$ cat config.mk
export PLATFORM = sky130hd
export DESIGN_NAME = serial_frame_router_flat
export DESIGN_NICKNAME = d
export VERILOG_FILES = /design/src/rtl/serial_frame_router_if.sv /design/src/rtl/serial_frame_router.sv /design/src/flat_wrapper.sv
export SDC_FILE = /design/constraint.sdc
export NUM_CORES = 1
export LEC_CHECK = 0
export BUFFER_PORTS_ARGS = -buffer_cell sky130_fd_sc_hd__buf_2
export CORE_ASPECT_RATIO = 0.5
export CORE_MARGIN = 2
export CORE_UTILIZATION = 55
export DETAILED_ROUTE_END_ITERATION = 12
export GPL_ROUTABILITY_DRIVEN = 0
export PLACE_DENSITY_LB_ADDON = 0.2
export SLEW_MARGIN = 20
export SYNTH_ARGS = -nofsm -noshare
export SYNTH_HDL_FRONTEND = slang
export SYNTH_SLANG_ARGS = --single-unit
$ cat constraint.sdc
create_clock -name clk -period 2.97 [get_ports clk]
set_clock_uncertainty 0.05 [all_clocks]
set_input_delay 0.297 -clock clk [delete_from_list [all_inputs] [get_ports clk]]
set_output_delay 0.297 -clock clk [all_outputs]
set_load 0.01 [all_outputs]
$ cat src/rtl/serial_frame_router_if.sv
// Bus bundle for serial_frame_router: button/data in, per-channel routed bits,
// display and status out.
interface serial_frame_router_if #(
  parameter int NUM_CH = 4
) ();
  logic              push_button;
  logic              serIn;
  logic [NUM_CH-1:0] serOut;
  logic [NUM_CH-1:0] serOutValid;
  logic [6:0]        seg_out;
  logic              busy;
  logic              frame_done;
  logic              addr_err;

  modport master (
    output push_button, serIn,
    input  serOut, serOutValid, seg_out, busy, frame_done, addr_err
  );

  modport slave (
    input  push_button, serIn,
    output serOut, serOutValid, seg_out, busy, frame_done, addr_err
  );
endinterface

$ cat src/rtl/serial_frame_router.sv
// Button-strobed serial frame receiver: start bit, address, length, payload;
// payload bits are forwarded to the addressed output channel.

module sfr_lane (
  input  logic clk,
  input  logic rst,
  input  logic fire,
  input  logic din,
  input  logic clr,
  output logic so,
  output logic sov
);
  always_ff @(posedge clk) begin
    if (rst) begin
      so  <= 1'b0;
      sov <= 1'b0;
    end else begin
      sov <= fire;
      if (clr)       so <= 1'b0;
      else if (fire) so <= din;
    end
  end
endmodule

module serial_frame_router #(
  parameter int NUM_CH         = 4,
  parameter int LEN_W          = 4,
  parameter int SEG_ACTIVE_LOW = 1
) (
  input  logic                  clk,
  input  logic                  rst,
  serial_frame_router_if.slave  bus
);
  localparam int ADDR_W = (NUM_CH > 2) ? $clog2(NUM_CH) : 1;

  typedef enum logic [1:0] {IDLE, ADDR, LEN, DATA} state_t;

  function automatic logic [6:0] hex7(input logic [3:0] d);
    logic [6:0] p;
    case (d)
      4'h0: p = 7'h3F;  4'h1: p = 7'h06;  4'h2: p = 7'h5B;  4'h3: p = 7'h4F;
      4'h4: p = 7'h66;  4'h5: p = 7'h6D;  4'h6: p = 7'h7D;  4'h7: p = 7'h07;
      4'h8: p = 7'h7F;  4'h9: p = 7'h6F;  4'hA: p = 7'h77;  4'hB: p = 7'h7C;
      4'hC: p = 7'h39;  4'hD: p = 7'h5E;  4'hE: p = 7'h79;  default: p = 7'h71;
    endcase
    return (SEG_ACTIVE_LOW != 0) ? ~p : p;
  endfunction

  // Synchroniser and edge history reset high: a button held through reset
  // must be released before it can strobe again.
  logic s1, s2, s3, smp;
  always_ff @(posedge clk) begin
    if (rst) {s1, s2, s3} <= 3'b111;
    else     {s1, s2, s3} <= {bus.push_button, s1, s2};
  end
  assign smp = s2 & ~s3;

  state_t            state;
  logic [3:0]        bcnt;
  logic [ADDR_W-1:0] addr_q, addr_nxt;
  logic [LEN_W-1:0]  cnt, len_nxt;
  logic [3:0]        cnt4;
  logic              drop, busy_q, fd_q, ae_q;
  logic [6:0]        seg_q;

  assign addr_nxt = ADDR_W'({addr_q, bus.serIn});
  assign len_nxt  = LEN_W'({cnt, bus.serIn});
  assign cnt4     = 4'(cnt);

  always_ff @(posedge clk) begin
    if (rst) begin
      state  <= IDLE;
      bcnt   <= '0;
      addr_q <= '0;
      cnt    <= '0;
      drop   <= 1'b0;
      busy_q <= 1'b0;
      fd_q   <= 1'b0;
      ae_q   <= 1'b0;
      seg_q  <= hex7(4'h0);
    end else begin
      fd_q  <= 1'b0;
      ae_q  <= 1'b0;
      seg_q <= hex7((state == DATA) ? cnt4 : 4'h0);
      case (state)
        IDLE: if (smp && !bus.serIn) begin
          state  <= ADDR;
          bcnt   <= '0;
          addr_q <= '0;
          drop   <= 1'b0;
          busy_q <= 1'b1;
        end
        ADDR: if (smp) begin
          addr_q <= addr_nxt;
          bcnt   <= bcnt + 4'd1;
          if (bcnt == 4'(ADDR_W - 1)) begin
            state <= LEN;
            bcnt  <= '0;
            cnt   <= '0;
            drop  <= (32'(addr_nxt) >= NUM_CH);
          end
        end
        LEN: if (smp) begin
          cnt  <= len_nxt;
          bcnt <= bcnt + 4'd1;
          if (bcnt == 4'(LEN_W - 1)) begin
            bcnt <= '0;
            if (len_nxt == '0) begin
              state  <= IDLE;
              busy_q <= 1'b0;
              fd_q   <= 1'b1;
              ae_q   <= drop;
            end else begin
              state <= DATA;
            end
          end
        end
        DATA: if (smp) begin
          cnt <= cnt - 1'b1;
          if (cnt == LEN_W'(1)) begin
            state  <= IDLE;
            busy_q <= 1'b0;
            fd_q   <= 1'b1;
            ae_q   <= drop;
          end
        end
        default: state <= IDLE;
      endcase
    end
  end

  logic [NUM_CH-1:0] fire, so_w, sov_w;
  always_comb begin
    fire = '0;
    for (int i = 0; i < NUM_CH; i++)
      fire[i] = (state == DATA) && smp && !drop && (32'(addr_q) == i);
  end

  // Lane data clears the cycle after frame_done, i.e. right after the last valid.
  sfr_lane u_lane [NUM_CH-1:0] (
    .clk  (clk),
    .rst  (rst),
    .fire (fire),
    .din  (bus.serIn),
    .clr  (fd_q),
    .so   (so_w),
    .sov  (sov_w)
  );

  assign bus.serOut      = so_w;
  assign bus.serOutValid = sov_w;
  assign bus.seg_out     = seg_q;
  assign bus.busy        = busy_q;
  assign bus.frame_done  = fd_q;
  assign bus.addr_err    = ae_q;
endmodule
$ cat src/flat_wrapper.sv
// flat-port wrapper written by rule: the top's interface ports become plain ports
module serial_frame_router_flat 
#(
  parameter int NUM_CH         = 4,
  parameter int LEN_W          = 4,
  parameter int SEG_ACTIVE_LOW = 1
)
  (clk, rst, bus_push_button, bus_serIn, bus_serOut, bus_serOutValid, bus_seg_out, bus_busy, bus_frame_done, bus_addr_err);
  serial_frame_router_if #(.NUM_CH(NUM_CH)) bus_i ();
  input  logic clk;
  input  logic rst;
  input wire logic [$bits(bus_i.push_button)-1:0] bus_push_button;
  input wire logic [$bits(bus_i.serIn)-1:0] bus_serIn;
  output wire logic [$bits(bus_i.serOut)-1:0] bus_serOut;
  output wire logic [$bits(bus_i.serOutValid)-1:0] bus_serOutValid;
  output wire logic [$bits(bus_i.seg_out)-1:0] bus_seg_out;
  output wire logic [$bits(bus_i.busy)-1:0] bus_busy;
  output wire logic [$bits(bus_i.frame_done)-1:0] bus_frame_done;
  output wire logic [$bits(bus_i.addr_err)-1:0] bus_addr_err;
  assign bus_i.push_button = bus_push_button;
  assign bus_i.serIn = bus_serIn;
  assign bus_serOut = bus_i.serOut;
  assign bus_serOutValid = bus_i.serOutValid;
  assign bus_seg_out = bus_i.seg_out;
  assign bus_busy = bus_i.busy;
  assign bus_frame_done = bus_i.frame_done;
  assign bus_addr_err = bus_i.addr_err;
  serial_frame_router #(.NUM_CH(NUM_CH), .LEN_W(LEN_W), .SEG_ACTIVE_LOW(SEG_ACTIVE_LOW)) u_core (.clk(clk), .rst(rst), .bus(bus_i));
endmodule
==> out/qor.log, run 1 <==
qor: floorplan.die_ar 0.00390 mm^2
qor: timing.tightestPinTransition 0.646 ns
qor: worst_setup_path.cp.required 3.12 ns
qor: yosys.synth_flop_cell sky130_fd_sc_hd__dfxtp_1
qor: drt.route.antenna.remaining_nets 0
qor: floorplan.core_area 0.00312 mm^2
qor: drt.drcViolationCount 0
qor: yosys.synth.distinct_cells 55
qor: worst_setup_path.timing_worst_setup_path_type reg -> reg
qor: cts.cts.sinks 32
qor: yosys.synth_top_area_share 34.3%
qor: worst_hold_path.holdCritPathClass in -> reg
qor: pwr.netSwitchingPower 374 uW
qor: floorplan.floorplan.rows 14
qor: global_route.grt_most_used_layer met2
qor: cts.clk_pin_slew 0.07 ns
qor: floorplan.num_io_pins 22
qor: timing.drv_slew 0
qor: cts.cts_resized 0
qor: final_layout.drive_above_1_share 20.5%
qor: yosys.synth.top_cells.by_area sky130_fd_sc_hd__dfxtp_1 34%, sky130_fd_sc_hd__ha_1 10%, sky130_fd_sc_hd__mux2i_1 4.3%
qor: drt.drt_iter0_markers 83
qor: timing.fmax 0.414 GHz
qor: yosys.yosysWarningCount 0
qor: pwr.comb_power_share 22.8%
qor: worst_setup_path.worst_setup_path_end_kind register
qor: pwr.seq_power_share 40.5%
qor: run_status.result_of_the_run finished clean
qor: drt.wirelength 3.58 mm
qor: cts.tritoncts built
qor: worst_setup_path.critical_path_peak_fanout 18
qor: worst_setup_path.timing.critical_path.from_type register
qor: cts.root_buffer_cell sky130_fd_sc_hd__clkbuf_8
qor: global_route.grt_pass1_vias 1,304
qor: timing.tns 0 ns
qor: global_route.global_route.overflow_total 0
qor: yosys.yosys.area.top_type sky130_fd_sc_hd__dfxtp_1
qor: cts.post_cts.repair.setup_buffers 0
qor: global_route.antenna_found_initial 0
qor: cts.cts_made_buffers 5
qor: floorplan.initial_core_util 59.8%
qor: pwr.internal_power 880 uW
qor: yosys.synth.most_common_cell sky130_fd_sc_hd__dfxtp_1
qor: yosys.synthesized_instance_count 213
qor: final_layout.nFillCells 261
qor: yosys.post_synth_instance_area 0.00187 mm^2
qor: final_layout.area.growth.synth_to_final 7.91%
qor: final_layout.layout.nets 238
qor: drt.wl_per_cell 13.8 um
qor: floorplan.die_width 86.4 um
qor: cts.htree_num_levels 2
qor: yosys.synth-edff-count 0
qor: final_layout.post-route-util 64.6%
qor: placement.post-dp-hpwl 2.50 mm
qor: global_route.global_route_wire_length_before_repair 5.96 mm
qor: worst_setup_path.timing.critical_path.arrival 2.56 ns
qor: final_layout.area_of_the_multi_input_gates 0.00105 mm^2
qor: drt.via_count 1,450
qor: drt.firstDrtPassIters 4
qor: worst_setup_path.regToRegSetupSlack 0.56 ns
qor: global_route.grtUsageMet1 26.2%
qor: drt.routed_via_density 5.58
qor: global_route.grt_max_degree 27
qor: pwr.areal_power_density_over_the_cells 623 mW/mm^2
qor: yosys.yosys_register_bits 32
qor: global_route.global_route.usage.total 20.2%
qor: cts.ctsLongestPathBuffers 2
qor: pwr.p_clk_share 36.7%
qor: placement.preCtsSetupSlack 0.561 ns
qor: cts.clk-insertion-delay-late 0.28 ns
qor: cts.postCtsHoldBufs 0
qor: yosys.synth.net_count 232
qor: yosys.synth.top_cells.by_count 32 x sky130_fd_sc_hd__dfxtp_1, 21 x sky130_fd_sc_hd__nor2_1, 15 x sky130_fd_sc_hd__ha_1
qor: final_layout.insertedDiodeCount 0
qor: pwr.finalPower 1.25 mW
qor: pwr.leakage 0.838 nW
qor: pwr.switching_share 29.8%
qor: yosys.synthesis.area_per_instance 8.76 um^2
qor: timing.finalSetupViolCount 0
qor: yosys.synth_sequential_area_ratio 34.3%
qor: timing.final_period_minus_worst_setup_slack 2.41 ns
qor: floorplan.fp.dieH 45.2 um
qor: final_layout.area.sequential 641 um^2
qor: global_route.use_met3 6.76%
qor: timing.timing.final.crit_share 81.2%
qor: timing.max-slew-margin-rel 56.9%
qor: run.max_cap_viol_count 0
qor: timing.report.final.hold_viol_count 0
qor: timing.rsz0062_at_grt no
qor: timing.final_worst_setup_slack 0.557 ns
qor: yosys.ys_async_sr_fraction 0%
qor: pwr.vdd_drop_max 0.384 mV
qor: placement.numPortBuffers 20
qor: global_route.groute.layer.met2.usage 32.3%
==> cell usage in the layout, fill, tap and decap left out, types with 3 or more instances in the layout <==
cell type	count
sky130_fd_sc_hd__o21ai_0	7
sky130_fd_sc_hd__o22ai_1	3
sky130_fd_sc_hd__ha_1	15
sky130_fd_sc_hd__nand2b_1	5
sky130_fd_sc_hd__nand2_1	12
sky130_fd_sc_hd__nor3_1	11
sky130_fd_sc_hd__mux2i_1	8
sky130_fd_sc_hd__and2_1	3
sky130_fd_sc_hd__a21oi_1	10
sky130_fd_sc_hd__buf_2	20
sky130_fd_sc_hd__dfxtp_1	32
sky130_fd_sc_hd__nand3_1	6
sky130_fd_sc_hd__a211oi_1	4
sky130_fd_sc_hd__or2_2	3
sky130_fd_sc_hd__clkbuf_8	7
sky130_fd_sc_hd__inv_1	10
sky130_fd_sc_hd__nor2_1	21
==> state kept, by name (all words and copies together) (netlist names) <==
register and flops:
u_core.u_lane.sov 4, u_core.bus.frame_done 1, u_core.state 2, u_core.bus.busy 1, u_core.addr_q 2, u_core.s3 1, u_core.bus.seg_out 7, u_core.s2 1
u_core.s1 1, u_core.bcnt 4, u_core.cnt 4, u_core.u_lane.so 4
==> logic make-up after synthesis <==
group	count (synthesis)	synth area share, %
compound gates	43	17.0
xor+xnor	3	1.41
fa+ha+maj	15	10.1
buf+inv	32	9.12
flops	32	34.3
mux	11	6.10
other cells	1	0.201
simple gates	76	21.8
==> per-layer routing <==
metal	routed length (um)	up-vias
met5	0	-
met4	25	0
met3	164	5
met2	1610	32
met1	1780	674
li1	-	739
==> per-stage QoR <==
stage / instance area (um^2) / cells / hold WS [ns]
floorplan: 1870 / 213 / 0.339
CTS: 2010 / 260 / 0.138
global route: 2010 / 260 / 0.151
global placement: 1890 / 252 / 0.341
finish: 2010 / 260 / 0.144
detailed placement: 1890 / 252 / 0.345
==> power groups by stage <==
| stage | logic, mW | registers [mW] | clock network, mW |
|---|---|---|---|
| after floorplan | 0.256 | 0.492 | 0 |
| after global placement | 0.276 | 0.515 | 0 |
| after detailed placement | 0.281 | 0.517 | 0 |
| after CTS | 0.283 | 0.506 | 0.466 |
| after global routing | 0.318 | 0.516 | 0.481 |
| final | 0.286 | 0.508 | 0.460 |
==> layout make-up <==
cell class	instances	share of cell area (%)
Inverter	11	2.05
Timing Repair Buffer	20	4.97
Clock buffer	7	4.79
Clock inverter	1	1.49
Multi-Input combinational cell	149	52.4
Tap cell	40	2.49
Sequential cell	32	31.8
==> final timing paths <==
kind                                 from                          endpoint  cells after the start
max          u_core.state[1]$_SDFFE_PP0P_  u_core.bus.seg_out[3]$_SDFF_PP0_                      8
min                       bus_push_button              u_core.s1$_SDFF_PP1_                      2
max reg2reg  u_core.state[1]$_SDFFE_PP0P_  u_core.bus.seg_out[3]$_SDFF_PP0_                      8
min reg2reg          u_core.s1$_SDFF_PP1_              u_core.s2$_SDFF_PP1_                      1
==> critical path, stage by stage (launching register included) <==
cell	delay [ns]
sky130_fd_sc_hd__dfxtp_1	0.42
sky130_fd_sc_hd__ha_1	0.58
sky130_fd_sc_hd__nand2_1	0.26
sky130_fd_sc_hd__inv_1	0.15
sky130_fd_sc_hd__ha_1	0.29
sky130_fd_sc_hd__nor2_1	0.07
sky130_fd_sc_hd__a31oi_1	0.20
sky130_fd_sc_hd__nor2_1	0.07
sky130_fd_sc_hd__a311oi_1	0.25
No activity file was read; power rests on OpenSTA's default activity.
==> inputs of run 2 (changes only) <==
--- a/config.mk
+++ b/config.mk
@@ -5,6 +5,7 @@
 export SDC_FILE = /design/constraint.sdc
 export NUM_CORES = 1
 export LEC_CHECK = 0
+export ABC_AREA = 1
 export BUFFER_PORTS_ARGS = -buffer_cell sky130_fd_sc_hd__buf_2
 export CORE_ASPECT_RATIO = 0.5
 export CORE_MARGIN = 2
==> constraint.sdc (replaced) <==
create_clock -name clk -period 2.3 [get_ports clk]
set_clock_uncertainty 0.05 [all_clocks]
set_input_delay 0.23 -clock clk [delete_from_list [all_inputs] [get_ports clk]]
set_output_delay 0.23 -clock clk [all_outputs]
set_load 0.01 [all_outputs]
==> run 2 against run 1 <==
  * The run now ends with design-rule violations left
  * Hold slack worse by 0.068 ns
  * Total power up 28%
  * Sequential share of layout area up 0.36 points
  * Die area down 1.4%
  * Combinational power up 40%
  * Via count up 5.2%
  * First-iteration DRC count up 1.2%
  * Critical endpoint is now u_core.bus.seg_out[0]$_SDFF_PP0_
  * Largest power group unchanged
  * Cell count up 17%
  * Worst setup slack worse by 0.041 ns
  * Highest routed layer unchanged
  * Maximum frequency up 35%
==> out/qor.log, run 2 <==
qor: run_status.result_of_the_run complete, but fails checks
qor: run_status.failed_checks design-rule violations
qor: placement.post-dp-hpwl 2.66 mm [+6.3%]
qor: drt.route.antenna.remaining_nets 0 [unchanged]
qor: cts.post_cts.repair.setup_buffers 0 [unchanged]
qor: worst_setup_path.timing.critical_path.max_delay_family adder cells
qor: pwr.vdd_drop_max 0.362 mV [-5.7%]
qor: yosys.synth_sequential_area_ratio 34.9% [+0.51 points]
qor: final_layout.stdcell_area 0.00199 mm^2 [-1.1%]
qor: drt.wirelength 3.45 mm [-3.6%]
qor: worst_setup_path.crit_path_top_delay_cell sky130_fd_sc_hd__dfxtp_1
qor: timing.fmax 0.561 GHz [+35%]
qor: cts.clk_pin_slew 0.07 ns [about the same]
qor: yosys.synthesized_instance_count 250 [+17%]
qor: cts.root_buffer_cell sky130_fd_sc_hd__clkbuf_8
qor: yosys.synth_flop_cell sky130_fd_sc_hd__dfxtp_1
qor: yosys.post_synth_instance_area 0.00184 mm^2 [-1.5%]
qor: floorplan.die_width 85.8 um [-0.71%]
qor: cts.tritoncts built
qor: yosys.yosys_register_bits 32 [unchanged]
qor: worst_hold_path.holdCritPathClass in -> reg
qor: yosys.synth.net_count 269 [+16%]
qor: cts.cts_resized 0 [unchanged]
qor: worst_setup_path.critical_path_peak_fanout 6 [-12]
qor: pwr.areal_power_density_over_the_cells 806 mW/mm^2 [+29%]
qor: yosys.synth_top_area_share 34.9% [+0.51 points]
qor: global_route.grt_max_degree 19 [-30%]
qor: drt.wl_per_cell 11.4 um [-18%]
qor: timing.finalSetupViolCount 0 [unchanged]
qor: cts.cts.sinks 32 [unchanged]
qor: timing.rsz0062_at_grt no
qor: worst_setup_path.timing.critical_path.arrival 1.95 ns [-0.61 ns]
qor: worst_setup_path.timing.critical_path.from_type register
qor: yosys.synth-edff-count 0 [unchanged]
qor: timing.tns 0 ns [unchanged]
qor: timing.drv_slew 0 [unchanged]
qor: global_route.global_route_wire_length_before_repair 5.89 mm [-1.2%]
qor: global_route.grtUsageMet1 25.5% [-0.70 points]
qor: global_route.use_met3 6.03% [-0.73 points]
qor: worst_setup_path.crit_path_max_incr_delay 0.44 ns [-0.14 ns]
qor: run.max_cap_viol_count 0 [unchanged]
qor: global_route.global_route.overflow_total 0 [unchanged]
qor: drt.drcViolationCount 3 [+3]
qor: final_layout.insertedDiodeCount 0 [unchanged]
qor: global_route.groute.layer.met2.usage 33.1% [+0.82 points]
qor: final_layout.post-route-util 64.2% [-0.36 points]
qor: final_layout.nFillCells 276 [+5.7%]
qor: final_layout.area_of_the_multi_input_gates 958 um^2 [-9.1%]
qor: floorplan.num_io_pins 22 [unchanged]
qor: global_route.grt_pass1_vias 1,348 [+3.4%]
qor: placement.numPortBuffers 20 [unchanged]
qor: drt.firstDrtPassIters 11 [+7]
qor: final_layout.area.growth.synth_to_final 8.31%
qor: final_layout.layout.nets 282 [+18%]
qor: yosys.synth.most_common_cell sky130_fd_sc_hd__nand2_1
qor: worst_setup_path.cp_cell_sequence ha_1 > nand2_1 > inv_1 > ha_1 > inv_1 > a21oi_1 > o21ai_0 > a21oi_1
qor: timing.final_period_minus_worst_setup_slack 1.78 ns [-0.629 ns]
qor: yosys.synth.top_cells.by_count 40 x sky130_fd_sc_hd__nand2_1, 32 x sky130_fd_sc_hd__dfxtp_1, 31 x sky130_fd_sc_hd__nor2_1
qor: worst_setup_path.timing_worst_setup_path_type reg -> reg
qor: floorplan.floorplan.rows 14 [unchanged]
qor: drt.drt_iter0_markers 84 [+1.2%]
qor: global_route.antenna_found_initial 0 [unchanged]
qor: yosys.ys_async_sr_fraction 0% [unchanged]
qor: floorplan.initial_core_util 59.3% [-0.55 points]
qor: cts.cts_made_buffers 5 [unchanged]
qor: placement.detailed_place.area 0.00188 mm^2 [-0.40%]
qor: drt.routed_via_density 5.02 [-10%]
qor: final_layout.layout_common_cells 40 x sky130_fd_sc_hd__nand2_1, 32 x sky130_fd_sc_hd__dfxtp_1, 31 x sky130_fd_sc_hd__nor2_1, 23 x sky130_fd_sc_hd__inv_1, 21 x sky130_fd_sc_hd__nand3_1
qor: floorplan.core_area 0.00310 mm^2 [-0.56%]
qor: final_layout.drive_above_1_share 20.5% [unchanged]
qor: cts.postCtsHoldBufs 0 [unchanged]
qor: final_layout.largest_register_ffs 7 [unchanged]
qor: worst_setup_path.cp.required 2.46 ns [-0.66 ns]
qor: timing.timing.final.crit_share 77.5% [-3.7 points]
qor: global_route.grt_most_used_layer met2
qor: worst_setup_path.worst-path-buf-inv 2 [+1]
qor: cts.htree_num_levels 2 [unchanged]
qor: cts.ctsLongestPathBuffers 2 [unchanged]
qor: yosys.synth.top_cells.by_area sky130_fd_sc_hd__dfxtp_1 35%, sky130_fd_sc_hd__ha_1 10%, sky130_fd_sc_hd__nand2_1 8.2%
qor: yosys.synthesis.area_per_instance 7.35 um^2 [-16%]
qor: final_layout.layout_commonest_cell sky130_fd_sc_hd__nand2_1
qor: worst_setup_path.worst_setup_path_end_kind register
qor: floorplan.fp.dieH 44.9 um [-0.68%]
qor: final_layout.area.sequential 641 um^2 [unchanged]
qor: yosys.yosysWarningCount 0 [unchanged]
qor: yosys.yosys.area.top_type sky130_fd_sc_hd__dfxtp_1
qor: timing.report.final.hold_viol_count 0 [unchanged]
qor: yosys.synth.distinct_cells 33 [-40%]
qor: cts.clk-insertion-delay-late 0.28 ns [about the same]
qor: drt.via_count 1,526 [+5.2%]
qor: pwr.leakage 0.945 nW [+13%]
qor: floorplan.die_ar 0.00385 mm^2 [-1.4%]
qor: placement.preCtsSetupSlack 0.550 ns [-0.0110 ns]
qor: timing.final_worst_setup_slack 0.517 ns [-0.0407 ns]
qor: global_route.global_route.usage.total 19.8% [-0.39 points]
==> run 2: cell count changes after synthesis, sizes merged, moves of 5 or more <==
| cell | delta |
|---|---|
| nand2 | +34 |
| nand3 | +16 |
| nor2 | +12 |
| o21ai | +8 |
| inv | +20 |
| nand2b | -5 |
| a21oi | +7 |
| mux2i | -8 |
| nor3 | -11 |
==> run 2: layer usage <==
metal,share of wire (%),wire length (um),up-vias
met5,0,0,-
met4,0.67,23,0
met3,4.6,160,5
met2,45,1540,31
met1,50,1730,677
li1,-,-,813
==> run 2: worst reg2reg max path, delay by kind of cell (launching register included) <==
family                     cells  cell delay, ns
buffers and inverters          2            0.19
adders and majority gates      2            0.46
DFF                            1            0.44
and+or+nand+nor                1            0.16
AOI/OAI and AO/OA              3            0.42
==> run 2: cells by family (layout without fill, tap and decap cells) <==
group / Yosys count / after routing / synth area share [%]
xor+xnor: 2 / 2 / 0.953
compound gates: 43 / 43 / 12.9
simple gates: 110 / 110 / 27.8
flops: 32 / 32 / 34.9
other cells: 1 / 1 / 0.204
buf+inv: 47 / 61 / 13.0
fa+ha+maj: 15 / 15 / 10.2
==> run 2: report_power, final <==
| group | internal [mW] | switching [mW] |
|---|---|---|
| registers | 0.603 | 0.0649 |
| clock network | 0.320 | 0.216 |
| logic | 0.145 | 0.254 |
| total | 1.07 | 0.536 |
==> run 2: stage by stage <==
| step | std cells | power [mW] | hold WS, ns |
|---|---|---|---|
| CTS | 304 | 1.62 | 0.0701 |
| global placement | 296 | 1.07 | 0.343 |
| floorplan | 250 | 1.00 | 0.284 |
| global route | 304 | 1.72 | 0.0762 |
| detailed placement | 296 | 1.08 | 0.353 |
| finish | 304 | 1.60 | 0.0762 |
==> run 2: worst paths after layout <==
path	from	to	slack, ns	cells past startpoint
setup / recovery	u_core.state[1]$_SDFFE_PP0P_	u_core.bus.seg_out[0]$_SDFF_PP0_	0.52	8
hold / removal	bus_push_button	u_core.s1$_SDFF_PP1_	0.08	2
setup reg to reg	u_core.state[1]$_SDFFE_PP0P_	u_core.bus.seg_out[0]$_SDFF_PP0_	0.52	8
hold reg to reg	u_core.s1$_SDFF_PP1_	u_core.s2$_SDFF_PP1_	0.37	1
==> run 2: cell type report <==
cell class / count / area share (%)
Multi-Input combinational cell: 171 / 48.1
Sequential cell: 32 / 32.2
Inverter: 32 / 6.16
Timing Repair Buffer: 21 / 5.41
Clock buffer: 5 / 3.46
Tap cell: 40 / 2.51
Clock inverter: 3 / 2.14
